$ cat src/rtl/rr_arb_if.sv
// Request/grant bundle between client request lines and the 4-way arbiter.
interface rr_arb_if;
    logic [3:0] req;
    logic [3:0] gnt;
    logic [1:0] gnt_idx;
    logic       gnt_valid;
    logic       timeout;

    modport master (
        output req,
        input  gnt,
        input  gnt_idx,
        input  gnt_valid,
        input  timeout
    );

    modport slave (
        input  req,
        output gnt,
        output gnt_idx,
        output gnt_valid,
        output timeout
    );
endinterface

$ cat src/rtl/rr_arbiter_4.sv
// Round-robin arbiter for 4 clients; owner holds grant until it drops req.
// Optional forced release after TIMEOUT_CYCLES via `define ARB_TIMEOUT_EN.
module rr_arbiter_4 #(
    parameter int TIMEOUT_CYCLES = 16,
    parameter int CNT_W          = 5
) (
    input  logic     clk,
    input  logic     rst_n,
    rr_arb_if.slave  arb
);

    typedef enum logic {
        IDLE,
        GRANT
    } state_t;

    generate
        if ((2 ** CNT_W) <= TIMEOUT_CYCLES) begin : g_bad_cnt_w
            $error("CNT_W too small for TIMEOUT_CYCLES");
        end
    endgenerate

    state_t     state, state_n;
    logic [3:0] gnt_q, gnt_n;
    logic [1:0] idx_q, idx_n;
    logic       vld_q, vld_n;
    logic [1:0] ptr_q, ptr_n;
    logic [1:0] win;
    logic       forced;

    // First requester at or after ptr, wrapping modulo 4.
    function automatic logic [1:0] pick(
        input logic [3:0] r,
        input logic [1:0] p
    );
        logic [7:0] dbl;
        logic [3:0] rot;
        logic [1:0] off;
        dbl = {r, r} >> p;
        rot = dbl[3:0];
        if (rot[0])      off = 2'd0;
        else if (rot[1]) off = 2'd1;
        else if (rot[2]) off = 2'd2;
        else             off = 2'd3;
        return p + off;
    endfunction

    assign win = pick(arb.req, ptr_q);

`ifdef ARB_TIMEOUT_EN
    localparam logic [CNT_W-1:0] CNT_LAST = CNT_W'(TIMEOUT_CYCLES - 1);
    localparam logic [CNT_W-1:0] CNT_MAX  = '1;

    logic [CNT_W-1:0] cnt_q, cnt_n;
    logic             to_q;

    // Only preempt the owner when someone else is actually waiting.
    assign forced = (state == GRANT) &&
                    arb.req[idx_q] &&
                    (cnt_q == CNT_LAST) &&
                    (|(arb.req & ~gnt_q));

    always_comb begin
        cnt_n = cnt_q;
        if (state == IDLE) begin
            cnt_n = '0;
        end else if (cnt_q != CNT_MAX) begin
            cnt_n = cnt_q + 1'b1;
        end
    end

    always_ff @(posedge clk or negedge rst_n) begin
        if (!rst_n) begin
            cnt_q <= '0;
            to_q  <= 1'b0;
        end else begin
            cnt_q <= cnt_n;
            to_q  <= forced;
        end
    end

    assign arb.timeout = to_q;
`else
    assign forced      = 1'b0;
    assign arb.timeout = 1'b0;
`endif

    always_comb begin
        state_n = state;
        gnt_n   = gnt_q;
        idx_n   = idx_q;
        vld_n   = vld_q;
        ptr_n   = ptr_q;
        unique case (state)
            IDLE: begin
                gnt_n = 4'b0000;
                idx_n = 2'd0;
                vld_n = 1'b0;
                if (|arb.req) begin
                    gnt_n   = 4'b0001 << win;
                    idx_n   = win;
                    vld_n   = 1'b1;
                    state_n = GRANT;
                end
            end
            GRANT: begin
                if (!arb.req[idx_q] || forced) begin
                    gnt_n   = 4'b0000;
                    idx_n   = 2'd0;
                    vld_n   = 1'b0;
                    ptr_n   = idx_q + 2'd1;
                    state_n = IDLE;
                end
            end
            default: begin
                state_n = IDLE;
            end
        endcase
    end

    always_ff @(posedge clk or negedge rst_n) begin
        if (!rst_n) begin
            state <= IDLE;
            gnt_q <= 4'b0000;
            idx_q <= 2'd0;
            vld_q <= 1'b0;
            ptr_q <= 2'd0;
        end else begin
            state <= state_n;
            gnt_q <= gnt_n;
            idx_q <= idx_n;
            vld_q <= vld_n;
            ptr_q <= ptr_n;
        end
    end

    assign arb.gnt       = gnt_q;
    assign arb.gnt_idx   = idx_q;
    assign arb.gnt_valid = vld_q;

endmodule

$ cat src/flat_wrapper.sv
// flat-port wrapper written by rule: the top's interface ports become plain ports
module rr_arbiter_4_flat 
#(
    parameter int TIMEOUT_CYCLES = 16,
    parameter int CNT_W          = 5
)
  (clk, rst_n, arb_req, arb_gnt, arb_gnt_idx, arb_gnt_valid, arb_timeout);
  rr_arb_if arb_i ();
  input  logic clk;
  input  logic rst_n;
  input wire logic [$bits(arb_i.req)-1:0] arb_req;
  output wire logic [$bits(arb_i.gnt)-1:0] arb_gnt;
  output wire logic [$bits(arb_i.gnt_idx)-1:0] arb_gnt_idx;
  output wire logic [$bits(arb_i.gnt_valid)-1:0] arb_gnt_valid;
  output wire logic [$bits(arb_i.timeout)-1:0] arb_timeout;
  assign arb_i.req = arb_req;
  assign arb_gnt = arb_i.gnt;
  assign arb_gnt_idx = arb_i.gnt_idx;
  assign arb_gnt_valid = arb_i.gnt_valid;
  assign arb_timeout = arb_i.timeout;
  rr_arbiter_4 #(.TIMEOUT_CYCLES(TIMEOUT_CYCLES), .CNT_W(CNT_W)) u_core (.clk(clk), .rst_n(rst_n), .arb(arb_i));
endmodule
$ cat config.mk
export PLATFORM = sky130hd
export DESIGN_NAME = rr_arbiter_4_flat
export DESIGN_NICKNAME = d
export VERILOG_FILES = /design/src/rtl/rr_arb_if.sv /design/src/rtl/rr_arbiter_4.sv /design/src/flat_wrapper.sv
export SDC_FILE = /design/constraint.sdc
export NUM_CORES = 1
export LEC_CHECK = 0
export ABC_AREA = 1
export CAP_MARGIN = 20
export CORE_MARGIN = 8
export CORE_UTILIZATION = 53
export DETAILED_ROUTE_END_ITERATION = 8
export GPL_TIMING_DRIVEN = 0
export PLACE_DENSITY = 0.82
export REMOVE_ABC_BUFFERS = 1
export SLEW_MARGIN = 30
export SYNTH_ARGS = -nofsm -noshare
export SYNTH_HDL_FRONTEND = slang
export SYNTH_SLANG_ARGS = --single-unit
$ cat constraint.sdc
create_clock -name clk -period 4.33 [get_ports clk]
set_clock_uncertainty 0.15 [all_clocks]
set_input_delay 0.433 -clock clk [delete_from_list [all_inputs] [get_ports clk]]
set_output_delay 0.433 -clock clk [all_outputs]
set_load 0.005 [all_outputs]
# Word level (Yosys, flattened, before mapping)
# Index checks and enable logic that the tools add are counted.
dict set report classes {
  n_addsub 2
  n_mul 0
  div 0
  magnitude_cmp 1
  eq_ne 1
  shifts 2
  muxes 16
  bitwise_logic 2
  reduce_logical 2
}
# op count
set ops {}
lappend ops {{$mux W2} 4}
lappend ops {{$mux W4} 2}
lappend ops {{$pmux W4 S2} 1}
lappend ops {{$shr A8 B2 Y3} 1}
lappend ops {{$mux W1} 5}
lappend ops {{$pmux W1 S2} 2}
lappend ops {{$pmux W2 S2} 1}
lappend ops {{$reduce_or A4 Y1} 1}
lappend ops {{$shl A1 B2 Y4 const A} 1}
lappend ops {{$lt A2 B3 Y1 const B} 1}
lappend ops {{$add A2 B1 Y2 const B} 1}
lappend ops {{$add A2 B2 Y2} 1}
lappend ops {{$bmux W1 S2} 1}
lappend ops {{$ne A2 B2 Y1 const B} 1}
lappend ops {{$not A1 Y1} 2}
lappend ops {{$reduce_and A2 Y1} 1}
dict set report totals {
  register_bits 10
  latch_bits 0
  ramBits 0
  mem_bits_ro 0
  inputBits 6
  out_inout_bits 8
  wordCells 31
  n_memories 0
}

# Depth between registers and ports, before layout
# Gate-level depths: netlist of run 1.
dict set report depth {
  depth_word 8
  depth_mapped 12
  ltp_nobuf 11
}

# Least setup slack after synthesis of run 1
# Ideal clock, no wire load.
dict set report synth_path {
  path_kind {reg-to-reg}
  from {reg u_core.ptr_q[0]}
  to {reg u_core.gnt_q[1], in the netlist u_core.arb.gnt[1]}
  setup_ns 0.117
  arrival_ns 1.485
  required_ns 4.063
  slack_ns 2.578
  stages_incl_launch_ff 13
  path_buffers 1
  synth_period_minus_slack_ns 1.752
  cell_sequence {dfrtp_1 -> buf_6 -> inv_4 -> nand2_2 -> nand2_2 -> nand2_2 -> o21a_1 -> o21ai_1 -> ha_1 -> inv_1 -> nor2_1 -> nand3_1 -> nand2_1}
}
dict set report synth_between {
  elab_chain_len 8
}
# item line_no
set synth_lines {}
lappend synth_lines {{start, declared} rr_arbiter_4.sv:27} ;# logic [1:0] ptr_q, ptr_n;
lappend synth_lines {{start signal, assigned} rr_arbiter_4.sv:133} ;# ptr_q <= ptr_n;
lappend synth_lines {{$shr A8 B2 Y3} rr_arbiter_4.sv:39} ;# dbl = {r, r} >> p;
lappend synth_lines {{$mux W1} rr_arbiter_4.sv:43} ;# else if (rot[2]) off = 2'd2;
lappend synth_lines {{$mux W2} rr_arbiter_4.sv:42} ;# else if (rot[1]) off = 2'd1;
lappend synth_lines {{$mux W2} rr_arbiter_4.sv:41} ;# if (rot[0]) off = 2'd0;
lappend synth_lines {{$add A2 B2 Y2 *} rr_arbiter_4.sv:45} ;# return p + off;
lappend synth_lines {{$shl A1 B2 Y4 *} rr_arbiter_4.sv:100} ;# gnt_n = 4'b0001 << win;
lappend synth_lines {{$mux W4 *} rr_arbiter_4.sv:99} ;# if (|arb.req) begin
lappend synth_lines {{$pmux W4 S2 *} rr_arbiter_4.sv:94} ;# unique case (state)
lappend synth_lines {{end signal, assigned} rr_arbiter_4.sv:130} ;# gnt_q <= gnt_n;
lappend synth_lines {{end, declared} rr_arbiter_4.sv:24} ;# logic [3:0] gnt_q, gnt_n;
# Every way passes the cells marked *; elsewhere a longest branch is shown, timed or not.
# A chain may end at the register's enable or synchronous reset.

# Worst setup path in the final report of run 1
dict set report layout_path {
  from {in arb_req[2]}
  to {reg u_core.gnt_q[3], in the netlist u_core.arb.gnt[3]}
}
dict set report layout_between {
  elab_chain_len 8
  elab_cells_between_ends 12
  cone_classes {add/sub (1); eq/ne (1); shift (2); mux (7); reduce/logical (1)}
}
# item line_no
set layout_lines {}
lappend layout_lines {{start, declared} flat_wrapper.sv:11} ;# input wire logic [$bits(arb_i.req)-1:0] arb_req;
lappend layout_lines {{$shr A8 B2 Y3} rr_arbiter_4.sv:39}
lappend layout_lines {{$mux W1} rr_arbiter_4.sv:43}
lappend layout_lines {{$mux W2} rr_arbiter_4.sv:42}
lappend layout_lines {{$mux W2} rr_arbiter_4.sv:41}
lappend layout_lines {{$add A2 B2 Y2} rr_arbiter_4.sv:45}
lappend layout_lines {{$shl A1 B2 Y4} rr_arbiter_4.sv:100}
lappend layout_lines {{$mux W4} rr_arbiter_4.sv:99}
lappend layout_lines {{$pmux W4 S2} rr_arbiter_4.sv:94}
# Parallel ways exist; a longest one is shown, timed or not. The select of a mux whose other input is x is not followed.

==> impl_metrics.yaml, run 1 <==
timing:
  slew_violations: 0
  hold_viol_final: 0
  finalCritPeriodShare_pct: 47.0
  grt_setup_unrepaired: "false"
  fmax_ghz: 0.491
  finalSetupTns_ns: 0
  period_minus_slack_ns: 2.04
  setup_viol: 0
  fin_ws_ns: 2.29
logic_synthesis:
  synth_flop_cell: "dfrtp_1"
  ys_async_sr_fraction_pct: 100
  synth_seq_cells: 10
  synthTopCellsByArea: "dfrtp_1 (36%), nand2_1 (15%), nand3_2 (7.1%), nand2_2 (5.4%), nand3_1 (4.3%)"
  synth_edf_count: 0
  yosysTopAreaCellShare_pct: 35.7
  synth-seq-area-share_pct: 35.7
  postSynthAreaPerCell_sq_um: 7.79
  syn_area_sq_um: 701
  ys_warn_count: 0
  yosysUniqueCellTypes: 24
  syn_inst: 90
  synth_largest_area_cell: "dfrtp_1"
place:
  io_buffers: 12
  pre_cts_ws_ns: 2.00
  dp.final_hpwl_um: 1070
  gp_congestion: 0.807
  placed_cell_area_sq_um: 821
floorplanning:
  core.rowCount: 13
  initial_core_util_pct: 55.2
  ios: 14
  die_area_sq_mm: 0.00274
  core_sq_mm: 0.00127
  die_h_um: 52.4
  die_w_um: 52.4
power:
  vdd_drop_max_mv: 0.403
  power.density_mw_per_mm2: 730
  leakage_uw: 0.000430
  p_total_uw: 626
grt:
  antenna_found_initial: 0
  grt_pass1_vias: 569
  grt.overflow.total: 0
  met1_usage_pct: 13.4
  met3_usage_pct: 5.11
  grt.busiest_layer: "met2"
  grt_max_degree: 12
  use_met2_pct: 17.4
  grt_pass1_wl_um: 2400
  track_usage_pct: 11.8
drt:
  wl_per_cell_um: 11.3
  initialDrtViolationCount: 10
  ant_nets: 0
  drt-total-wl_um: 1350
  drc: 0
  first_pass_iters: 4
  via_count: 590
  avgViaCountPerCell: 4.96
clocking:
  postCtsHoldBufs: 0
  htree_num_levels: 1
  cts_made_buffers: 3
  clk_pin_slew_ns: 0.07
  worstSkewPairLatency_ns: 0.27
  cts_resized: 0
  cts_num_sinks: 10
  cts_tree: "yes"
  cts_root_buf: "clkbuf_4"
  cts_buffer_depth: 2
  post_cts_buffers: 0
final_layout:
  nets: 113
  drive_gt1_share_pct: 25.0
  mostFrequentLayoutCells: "nand2_1 (28), clkdlybuf4s50_1 (12), dfrtp_1 (10)"
  finish.instance_area_sq_um: 857
  final_common_cell: "nand2_1"
  area_delta_synth_final_pct: 22.3
  diodes: 0
job:
  maxCapViolCount: 0
critical_path:
  cp-start-kind: "input pin"
  crit_fanout: 4
  critical_path.endpoint_type: "flop"
  crit_required_ns: 4.34
  path_class: "input pin to flop"
  cp.arrival_ns: 2.05
outcome:
  status: "completed"
hold_path:
  min_path_type: "input pin to asynchronous set/reset pin"
## per-stage QoR
step	hold slack [ns]	cells	utilization [%]
after CTS	0.325	119	67.6
after floorplan	-0.0126	88	-
after detailed placement	0.322	115	64.7
final	0.317	119	67.6
after global placement	0.308	115	64.7
after global routing	0.360	119	67.6
## logic make-up after synthesis
| group | Yosys count | synth area share (%) |
|---|---|---|
| compound gates | 11 | 11.6 |
| xor+xnor | 1 | 1.25 |
| fa+ha+maj | 2 | 3.57 |
| buf+inv | 12 | 8.39 |
| flops | 10 | 35.7 |
| other cells | 1 | 0.535 |
| simple gates | 53 | 38.9 |
## critical path, stage by stage
cell             delay, ns
clkdlybuf4s50_1       0.55
nand2_1               0.08
nand2_2               0.12
nand2_2               0.06
o21a_1                0.10
o21ai_1               0.16
ha_1                  0.25
inv_1                 0.08
nor2_1                0.06
nand3_1               0.09
nand2_1               0.06
## cell type report
type	instances	area, sq um
fillers	128	412
multi-input cells	68	392
flip-flops and latches	10	250
inverters	10	40.0
well taps	15	18.8
repair buffers	12	120
clock buffers	4	36.3
## final timing paths
check / start / endpoint / slack, ns / cells after the start
worst min register to register: u_core.arb.gnt[2] / u_core.arb.gnt[2] / 0.33 / 2
worst max-delay path: arb_req[2] / u_core.arb.gnt[3] / 2.29 / 11
worst min-delay path: rst_n / u_core.arb.gnt[2] / 0.32 / 1
worst max register to register: u_core.ptr_q[0] / u_core.arb.gnt[3] / 2.35 / 10
max in group asynchronous: rst_n / u_core.state / 3.41 / 1
min in group clk: u_core.arb.gnt[2] / u_core.arb.gnt[2] / 0.33 / 2
## cells in the mapped netlist, types with 2 or more instances
cell and count:
dfrtp_1 10, a21oi_1 2, o21ai_1 3, inv_2 3, nand3_2 5, nand2_1 28
inv_1 6, nand3_1 6, ha_1 2, nand2_2 6, nand2_4 2, nor2_1 4
nor2_2 2
## report_power, final
group          internal [uW]  switching (uW)  total (uW)
logic                    157             204         360
clock network           51.2            34.3        85.5
registers                132            48.0         180
total                    340             286         626
## per-layer routing
metal  vias up  part of all wire [%]
met5         -                     0
met3         4                   5.7
met2        11                    43
li1        314                     -
met4         0                   2.0
met1       261                    49
## registers in the layout (all words and copies together), names as in the netlist
| signal | cells |
|---|---|
| u_core.arb.gnt_valid | 1 |
| u_core.arb.gnt | 4 |
| u_core.state | 1 |
| u_core.arb.gnt_idx | 2 |
| u_core.ptr_q | 2 |
No activity file was read; power rests on OpenSTA's default activity.
==> run 2: changes to the inputs <==
- CORE_UTILIZATION: 53 -> 44
- PLACE_DENSITY: 0.82 -> 0.73
- clock period: 4.33 -> 1.79 ns (I/O delays scaled with it)
==> run 2 against run 1 <==
Net effect:
- the flow now finishes with violations (setup timing)
- hold slack got worse by 0.25 ns
- via count rose by 4.4%
- global-route usage decreased by 2.2 points
- worst setup slack worse by 2.3 ns
- cell count increased by 3.4%
- register-to-register slack lost 2.4 ns
- first-iteration DRC count down 10%
- clock power grew 75%
- critical endpoint is now u_core.arb.gnt[2]
- largest power group unchanged
==> impl_metrics.yaml, run 2 (synthesized netlist as in run 1, its figures left out) <==
power:
  vdd_drop_max_mv: 1.06
  p_sw_share_pct: 46.5
  p_sw_uw: 802
  power.density_mw_per_mm2: 1850
  power.share.clock_pct: 8.7
  p_seq_share_pct: 25.2
  combPwrFrac_pct: 66.1
  p_total_uw: 1730
  leakage_uw: 0.000452
  intPower_uw: 924
floorplanning:
  initial_core_util_pct: 46.5
  die_w_um: 55.9
  die_h_um: 55.9
  core.rowCount: 14
  die_area_sq_mm: 0.00313
  ios: 14
  core_sq_mm: 0.00151
drt:
  via_count: 616
  drt-total-wl_um: 1500
  topRoutingLayerUsed: "met4"
  ant_nets: 0
  first_pass_iters: 4
  initialDrtViolationCount: 9
  wl_met2_um: 804
  wl_per_cell_um: 12.2
  avgViaCountPerCell: 5.01
  wl_met1_um: 624
  dr_wl_met3_um: 43
  drc: 0
job:
  maxCapViolCount: 0
timing:
  grt_setup_unrepaired: "true"
  slew_violations: 0
  hold_viol_final: 0
  finalCritPeriodShare_pct: 102
  holdWs_ns: 0.0703
  finalSetupTns_ns: -0.0525
  setup_viol: 3
  fmax_ghz: 0.549
  period_minus_slack_ns: 1.82
  fin_ws_ns: -0.0325
clocking:
  cts_tree: "yes"
  cts_made_buffers: 3
  postCtsHoldBufs: 0
  clk_pin_slew_ns: 0.06
  worstSkewPairLatency_ns: 0.26
  cts_root_buf: "clkbuf_4"
  htree_num_levels: 1
  cts_buffer_depth: 2
  cts_num_sinks: 10
place:
  io_buffers: 12
  dp.final_hpwl_um: 1100
  gp_congestion: 0.742
  pre_cts_ws_ns: -0.343
  place_inst: 116
critical_path:
  crit_required_ns: 1.84
  critical_path.endpoint_type: "flop"
  cp-start-kind: "flop"
  crit_fanout: 8
  rrSetupSlack_ns: -0.03
  cp.arrival_ns: 1.87
  path_class: "flop to flop"
outcome:
  violations: "setup timing"
  status: "complete, but fails checks"
grt:
  track_usage_pct: 9.55
  grt_pass1_wl_um: 2490
  grt.overflow.total: 0
  grt_max_degree: 11
  grt_pass1_vias: 603
  antenna_found_initial: 0
final_layout:
  nFillCells: 133
  register_area_sq_um: 251
  final_common_cell: "nand2_1"
  final_cells: 123
  area_delta_synth_final_pct: 33.4
  nets: 117
  largest_reg_flops: 4
  diodes: 0
  mostFrequentLayoutCells: "nand2_1 (28), clkdlybuf4s50_1 (12), dfrtp_1 (9)"
  drive_gt1_share_pct: 36.4
  multi_input_area_sq_um: 444
hold_path:
  min_path_type: "input pin to asynchronous set/reset pin"
[run 2: changes by cell type in the layout (fill, tap and decap cells not counted), moves of 2 or more]
cell     previous run  this run
buf_4               0         3
inv_1               6         3
inv_2               3         5
nand2_2             6         4
nand2_4             2         4
nor2_1              4         2
o21ai_2             1         3
[run 2: cell type report]
type                    instances  area share (%)
clock buffers                   3            2.41
inverters                      10            4.55
multi-input cells              68            47.5
flip-flops and latches         10            26.9
well taps                      16            2.14
repair buffers                 16            16.5
[run 2: power by group through the flow]
| stage | Sequential (uW) | Clock (uW) | Combinational (uW) |
|---|---|---|---|
| finish | 435 | 150 | 1140 |
| global route | 450 | 161 | 1260 |
| CTS | 429 | 156 | 1040 |
| detailed placement | 436 | 0 | 879 |
| global placement | 435 | 0 | 860 |
| floorplan | 427 | 0 | 640 |
[run 2: stage by stage]
stage / cell area, sq um / util [%]
2_1_floorplan: 682 / -
3_3_place_gp: 822 / 54.6
3_5_place_dp: 822 / 54.6
4_1_cts: 910 / 60.4
5_1_grt: 935 / 62.0
6_report: 935 / 62.0
[run 2: final timing paths]
kind,startpoint,endpoint,cells past startpoint
hold reg to reg,u_core.arb.gnt[0],u_core.arb.gnt[0],2
setup / recovery,u_core.ptr_q[0],u_core.arb.gnt[2],10
hold / removal,rst_n,u_core.ptr_q[1],1
setup reg to reg,u_core.ptr_q[0],u_core.arb.gnt[2],10
min in group clk,u_core.arb.gnt[0],u_core.arb.gnt[0],2
max in group asynchronous,rst_n,u_core.ptr_q[0],1
[run 2: repair_timing]
action | in CTS | in global routing
endpoints found under the setup margin | 6 | 6
hold endpoints to repair | 0 | 0
setup buffers | 4 | 0
pin swaps | 9 | 7
resized for setup | 9 | 9
[run 2: metal layers]
metal  global-route usage (%)  vias to the layer above
li1                         -                      319
met5                        0                        -
met3                     1.83                        2
met2                     17.3                        8
met4                     5.15                        0
met1                     10.0                      287
[run 2: worst max-delay path: stages (launching register included)]
cell     delay (ns)
dfrtp_2        0.50
inv_4          0.11
nand2_4        0.05
nand2_4        0.07
nand2_2        0.05
o21a_1         0.11
o21ai_2        0.18
ha_1           0.27
nor2_2         0.10
nand3_1        0.08
nand2_1        0.08
